==> config.mk <==
export PLATFORM = sky130hd
export DESIGN_NAME = ctrl_pipe_chain_flat
export DESIGN_NICKNAME = d
export VERILOG_FILES = /design/src/rtl/ctrl_pipe_chain_if.sv /design/src/rtl/ctrl_pipe_chain.sv /design/src/flat_wrapper.sv
export SDC_FILE = /design/constraint.sdc
export NUM_CORES = 1
export LEC_CHECK = 0
export ABC_AREA = 1
export CAP_MARGIN = 10
export CELL_PAD_IN_SITES_DETAIL_PLACEMENT = 0
export CELL_PAD_IN_SITES_GLOBAL_PLACEMENT = 2
export CORE_MARGIN = 8
export CORE_UTILIZATION = 26
export CTS_BUF_LIST = sky130_fd_sc_hd__clkbuf_8
export DETAILED_ROUTE_END_ITERATION = 10
export GPL_TIMING_DRIVEN = 0
export PLACE_DENSITY_LB_ADDON = 0.1
export REMOVE_ABC_BUFFERS = 1
export SYNTH_ARGS = -nofsm -noshare
export SYNTH_HDL_FRONTEND = slang
export SYNTH_SLANG_ARGS = --single-unit
export TNS_END_PERCENT = 30
==> constraint.sdc <==
create_clock -name clk -period 3.1 [get_ports clk]
set_input_delay 0.465 -clock clk [delete_from_list [all_inputs] [get_ports clk]]
set_output_delay 0.465 -clock clk [all_outputs]
set_load 0.005 [all_outputs]
==> src/rtl/ctrl_pipe_chain_if.sv <==
// Bundle of the decode-side inputs and stage outputs of ctrl_pipe_chain.
// master = decoder / hazard-unit side, slave = the pipeline itself.
interface ctrl_pipe_chain_if #(
   parameter int W      = 15,
   parameter int STAGES = 3
);
   logic [W-1:0]          ctrl_in;
   logic                  valid_in;
   logic                  mc_in;
   logic [STAGES-1:0]     flush;
   logic                  stall_ext;
   logic [STAGES*W-1:0]   ctrl_out;
   logic [STAGES-1:0]     valid_out;
   logic                  stall_up;
   logic                  mc_busy;
   logic                  mc_done;
   logic [31:0]           perf_bubbles;
   logic [31:0]           perf_mc_cycles;

   modport master (
      output ctrl_in, valid_in, mc_in, flush, stall_ext,
      input  ctrl_out, valid_out, stall_up, mc_busy, mc_done,
             perf_bubbles, perf_mc_cycles
   );

   modport slave (
      input  ctrl_in, valid_in, mc_in, flush, stall_ext,
      output ctrl_out, valid_out, stall_up, mc_busy, mc_done,
             perf_bubbles, perf_mc_cycles
   );
endinterface

==> src/rtl/ctrl_pipe_chain.sv <==
// Control-word pipeline from decode through STAGES stages (stage 0 = E).
// Adds per-stage flush, global hold (stall_ext) and a multi-cycle-op
// sequencer in E that holds E, bubbles M and back-pressures fetch/decode.
// Optional macro CTRL_PIPE_PERF_EN enables the bubble / stall-cycle counters;
// without it perf_bubbles and perf_mc_cycles read as zero.
module ctrl_pipe_chain #(
   parameter int W         = 15,
   parameter int STAGES    = 3,
   parameter int MC_CYCLES = 32,
   parameter int CNT_W     = $clog2(MC_CYCLES) + 1
) (
   input  logic             clk,
   input  logic             rst,
   ctrl_pipe_chain_if.slave bus
);

   typedef enum logic [1:0] {IDLE, CHECK, BUSY, DONE} seqState_t;

   seqState_t                     state;
   logic [CNT_W-1:0]              cnt;
   logic                          mcDoneQ;
   logic [STAGES-1:0][W-1:0]      ctrlQ;
   logic [STAGES-1:0]             vldQ;
   logic                          mcQ;
   logic                          mcStart;
   logic                          mcBusy;
   logic                          hold0;

   // A multi-cycle op sitting in E is picked up in the same cycle it is seen,
   // so E holds immediately instead of leaking one cycle downstream.
   assign mcStart = (state == IDLE) & vldQ[0] & mcQ & ~bus.flush[0];
   assign mcBusy  = mcStart | (state == BUSY) | (state == CHECK);
   assign hold0   = bus.stall_ext | mcBusy;

   // Stage registers: flush beats hold; E holds during an mc op while M takes bubbles
   always_ff @(posedge clk or negedge rst) begin
      if (!rst) begin
         ctrlQ <= '0;
         vldQ  <= '0;
         mcQ   <= 1'b0;
      end else begin
         if (bus.flush[0]) begin
            ctrlQ[0] <= '0;
            vldQ[0]  <= 1'b0;
            mcQ      <= 1'b0;
         end else if (!hold0) begin
            ctrlQ[0] <= bus.ctrl_in;
            vldQ[0]  <= bus.valid_in;
            mcQ      <= bus.mc_in;
         end
         for (int k = 1; k < STAGES; k++) begin
            if (bus.flush[k]) begin
               ctrlQ[k] <= '0;
               vldQ[k]  <= 1'b0;
            end else if (!bus.stall_ext) begin
               if (k == 1 && mcBusy) begin
                  ctrlQ[k] <= '0;
                  vldQ[k]  <= 1'b0;
               end else begin
                  ctrlQ[k] <= ctrlQ[k-1];
                  vldQ[k]  <= vldQ[k-1];
               end
            end
         end
      end
   end

   // Multi-cycle sequencer; the busy count keeps running under stall_ext
   always_ff @(posedge clk or negedge rst) begin
      if (!rst) begin
         state   <= IDLE;
         cnt     <= '0;
         mcDoneQ <= 1'b0;
      end else begin
         case (state)
            IDLE: begin
               if (mcStart) begin
                  state <= BUSY;
                  cnt   <= CNT_W'(MC_CYCLES - 1);
               end
            end
            BUSY: begin
               if (bus.flush[0]) begin
                  state <= IDLE;
                  cnt   <= '0;
               end else if (cnt == '0) begin
                  state   <= DONE;
                  mcDoneQ <= 1'b1;
               end else begin
                  cnt <= cnt - 1'b1;
               end
            end
            DONE: begin
               if (bus.flush[0] || !bus.stall_ext) begin
                  state   <= IDLE;
                  cnt     <= '0;
                  mcDoneQ <= 1'b0;
               end
            end
            default: begin
               state   <= IDLE;
               cnt     <= '0;
               mcDoneQ <= 1'b0;
            end
         endcase
      end
   end

   assign bus.ctrl_out  = ctrlQ;
   assign bus.valid_out = vldQ;
   assign bus.stall_up  = hold0;
   assign bus.mc_busy   = mcBusy;
   assign bus.mc_done   = mcDoneQ;

`ifdef CTRL_PIPE_PERF_EN
   logic [31:0] perfBubbles;
   logic [31:0] perfMcCycles;

   // Count M bubbles actually inserted and every cycle fetch/decode is held
   always_ff @(posedge clk or negedge rst) begin
      if (!rst) begin
         perfBubbles  <= '0;
         perfMcCycles <= '0;
      end else begin
         if (mcBusy && !bus.stall_ext && !bus.flush[1])
            perfBubbles <= perfBubbles + 32'd1;
         if (hold0)
            perfMcCycles <= perfMcCycles + 32'd1;
      end
   end

   assign bus.perf_bubbles   = perfBubbles;
   assign bus.perf_mc_cycles = perfMcCycles;
`else
   assign bus.perf_bubbles   = 32'h0;
   assign bus.perf_mc_cycles = 32'h0;
`endif

endmodule

==> src/flat_wrapper.sv <==
// flat-port wrapper written by rule: the top's interface ports become plain ports
module ctrl_pipe_chain_flat 
#(
   parameter int W         = 15,
   parameter int STAGES    = 3,
   parameter int MC_CYCLES = 32,
   parameter int CNT_W     = $clog2(MC_CYCLES) + 1
)
  (clk, rst, bus_ctrl_in, bus_valid_in, bus_mc_in, bus_flush, bus_stall_ext, bus_ctrl_out, bus_valid_out, bus_stall_up, bus_mc_busy, bus_mc_done, bus_perf_bubbles, bus_perf_mc_cycles);
  ctrl_pipe_chain_if #(.W(W), .STAGES(STAGES)) bus_i ();
  input  logic clk;
  input  logic rst;
  input wire logic [$bits(bus_i.ctrl_in)-1:0] bus_ctrl_in;
  input wire logic [$bits(bus_i.valid_in)-1:0] bus_valid_in;
  input wire logic [$bits(bus_i.mc_in)-1:0] bus_mc_in;
  input wire logic [$bits(bus_i.flush)-1:0] bus_flush;
  input wire logic [$bits(bus_i.stall_ext)-1:0] bus_stall_ext;
  output wire logic [$bits(bus_i.ctrl_out)-1:0] bus_ctrl_out;
  output wire logic [$bits(bus_i.valid_out)-1:0] bus_valid_out;
  output wire logic [$bits(bus_i.stall_up)-1:0] bus_stall_up;
  output wire logic [$bits(bus_i.mc_busy)-1:0] bus_mc_busy;
  output wire logic [$bits(bus_i.mc_done)-1:0] bus_mc_done;
  output wire logic [$bits(bus_i.perf_bubbles)-1:0] bus_perf_bubbles;
  output wire logic [$bits(bus_i.perf_mc_cycles)-1:0] bus_perf_mc_cycles;
  assign bus_i.ctrl_in = bus_ctrl_in;
  assign bus_i.valid_in = bus_valid_in;
  assign bus_i.mc_in = bus_mc_in;
  assign bus_i.flush = bus_flush;
  assign bus_i.stall_ext = bus_stall_ext;
  assign bus_ctrl_out = bus_i.ctrl_out;
  assign bus_valid_out = bus_i.valid_out;
  assign bus_stall_up = bus_i.stall_up;
  assign bus_mc_busy = bus_i.mc_busy;
  assign bus_mc_done = bus_i.mc_done;
  assign bus_perf_bubbles = bus_i.perf_bubbles;
  assign bus_perf_mc_cycles = bus_i.perf_mc_cycles;
  ctrl_pipe_chain #(.W(W), .STAGES(STAGES), .MC_CYCLES(MC_CYCLES), .CNT_W(CNT_W)) u_core (.clk(clk), .rst(rst), .bus(bus_i));
endmodule
==> flow_metrics.py <==
metrics = {
    "timing": {
        "finalSetupTns_ps": 0,
        "holdWs_ps": 194.0,
        "rsz0062_at_grt": "false",
        "finalCritPeriodShare_pct": 91.85,
        "timing.final.ws_setup_ps": 252.7,
        "fin_worst_skew_ps": 6.758,
        "slew_headroom_pct": 39.22,
        "tightest_slew_ps": 911.8,
        "setup_violations": 0,
        "max_freq_ghz": 0.3512,
        "min_period_ps": 2847,
        "final-max-slew-violation-count": 0,
        "hold_viol": 0,
    },
    "logic_synthesis": {
        "syn-cell-area_um2": 3038,
        "synth_edf_count": 0,
        "synthCells": 350,
        "netlist.area_leader.share_pct": 47.78,
        "synthTopCellsByCount": "nand2_1, buf_4, dfrtp_1, nand3_1, inv_1",
        "yosys_register_bits": 58,
        "synth-seq-area-share_pct": 47.78,
        "avgSynthCellArea_um2": 8.680,
        "async_flop_share_pct": 100.0,
        "synth_warnings": 0,
        "synth_ff_type": "dfrtp_1",
        "yosys-top-cells-area": "dfrtp_1, buf_4, nand2_1",
        "synth_top_area_cell": "dfrtp_1",
        "synth.most_common_cell": "nand2_1",
        "synth.distinct_cells": 25,
    },
    "cts": {
        "holdBufCountCts": 0,
        "cts_setup_buffers": 0,
        "numCtsBuffers": 9,
        "clockBufferDepth": 2,
        "tritoncts": "built",
        "path_clk_slew_ps": 70,
        "clock-root-buffer": "clkbuf_8",
        "cts_sinks": 58,
        "cts.htree.levels": 3,
        "clock_latency_ps": 340,
    },
    "pwr": {
        "powerDensity_nw_per_um2": 601.8,
        "combPwrFrac_pct": 32.0,
        "swShare_pct": 36.63,
        "clock_power_share_pct": 26.1,
        "seqPwrFrac_pct": 41.9,
        "p_switching_uw": 837.5,
        "leakagePower_nw": 1.794,
        "p_int_mw": 1.449,
        "vdd_drop_max_mv": 0.1922,
    },
    "routing": {
        "wl_per_cell_um": 15.38,
        "first_pass_iters": 4,
        "drtIter0Drc": 97,
        "drc": 0,
        "ant_nets": 0,
        "via_per_inst": 4.091,
        "dr_total_vias": 2332,
        "wl_um": 8769,
    },
    "worst_setup_path": {
        "crit_type": "in2out",
        "critPathArrivalTime_ps": 2380,
        "critPathMaxStageDelay_ps": 800,
        "slowest_stage": "dlygate4sd2_1",
        "path_max_fanout": 19,
        "start_kind": "primary input",
        "crit_chain": "dlygate4sd2_1 > inv_1 > nand3_4 > clkdlybuf4s50_1",
        "required_ps": 2630,
        "worstSetupEndpointType": "primary output",
    },
    "die": {
        "core_um2": 11420,
        "die_x_um": 124.1,
        "start_util_pct": 26.61,
        "io_pins": 138,
        "row_count": 39,
        "dieArea_um2": 15400,
        "die_h_um": 124.1,
    },
    "worst_hold_path": {
        "hold_path_class": "in2async",
    },
    "cells_and_area": {
        "nNetsFinal": 446,
        "n_antenna_cell": 0,
        "seq_area_um2": 1451,
        "area.growth.synth_to_final_pct": 25.08,
        "n_fill_cell": 1250,
        "final_core_utilization_pct": 33.28,
        "drive_gt1_share_pct": 8.431,
        "multi_input_area_um2": 1142,
    },
    "placed_design": {
        "io_buffers": 73,
        "gp_congestion": 0.7760,
        "dp_hpwl_um": 6081,
        "place_ws_ps": -49.91,
    },
    "run_status": {
        "status": "complete, no violations",
    },
    "grt": {
        "gr-total-overflow": 0,
        "grt_pass1_wl_um": 13380,
        "grtUsageTotal_pct": 11.63,
        "grt_pass1_vias": 2444,
        "antenna_found_initial": 0,
        "grt_max_degree": 59,
    },
    "run": {
        "maxCapViolCount": 0,
    },
}
[logic make-up after synthesis]
logic type | after synthesis | share of synthesized area, %
buffers and inverters | 109 | 22.41
adder cells (fa/ha/maj) | 1 | 0.4118
other | 1 | 0.1234
AO/OA/AOI/OAI | 45 | 8.073
AND/OR/NAND/NOR | 136 | 21.21
flip-flops | 58 | 47.78
[power by group through the flow]
stage	clock network (mW)	registers, mW	logic, mW
after floorplan	0	0.958	0.417
after global placement	0	0.971	0.751
after detailed placement	0	0.973	0.750
after CTS	0.628	0.959	0.752
after global routing	0.661	0.976	0.838
final	0.598	0.957	0.732
[final timing paths]
path	startpoint	to	slack, ps	depth (start not counted)
min in group clk	u_core.bus.mc_done$_DFFE_PN0P_	u_core.bus.mc_done$_DFFE_PN0P_	490	2
max in group asynchronous	rst	u_core.bus.ctrl_out[23]$_DFFE_PN0P_	2380	1
worst max-delay path	bus_stall_ext	bus_stall_up	250	4
worst min-delay path	rst	u_core.bus.mc_done$_DFFE_PN0P_	190	1
worst min register to register	u_core.bus.mc_done$_DFFE_PN0P_	u_core.bus.mc_done$_DFFE_PN0P_	490	2
worst max register to register	u_core.cnt[0]$_DFFE_PN0P_	u_core.cnt[1]$_DFFE_PN0P_	1400	9
[cells in the final DEF, fill, tap and decap left out, types with 2 or more instances in the layout]
cell             count
o21ai_1              4
conb_1              64
dfrtp_1             58
nor2_2               2
clkinv_1             2
clkdlybuf4s50_1     71
nand3_1             39
nand2_1             70
clkbuf_8             9
nand4_1              3
o22ai_1             16
nor2_1               7
nand2_2             11
clkinv_2             3
nor2_4               2
inv_2                2
inv_1               30
o21ai_0             24
[layer usage]
metal / track usage [%] / wire length, um
met5: 0 / 0
met3: 3.128 / 648
met4: 4.684 / 141
met2: 20.03 / 4438
met1: 13.43 / 3541
[area by class of cell]
class	count	area share (%)
flip-flops and latches	58	38.20
multi-input cells	246	30.06
inverters	34	3.622
clock buffers	9	3.260
clock inverters	7	1.021
well taps	143	4.709
repair buffers	73	19.13
[stage by stage]
stage | power [mW] | instances | instance area, um^2
after floorplan | 1.375 | 338 | 2729
after global placement | 1.722 | 554 | 3638
after detailed placement | 1.723 | 554 | 3636
after CTS | 2.340 | 570 | 3797
after global routing | 2.475 | 570 | 3800
final | 2.287 | 570 | 3800
[what timing repair did]
action,in CTS,in global routing
endpoints found under the hold margin,0,0
endpoints found under the setup margin,1,1
gates resized for setup,1,2
[critical path: cells and delay by family]
family | cells | cell delay [ps]
buffers and inverters | 3 | 1580
and+or+nand+nor | 1 | 320
[sequential cells by signal, indices dropped and copies added (netlist names)]
register	count
u_core.bus.ctrl_out	45
u_core.bus.mc_done	1
u_core.bus.valid_out	3
u_core.cnt	6
u_core.mcQ	1
u_core.state	2
(Power assumes the default switching activity.)
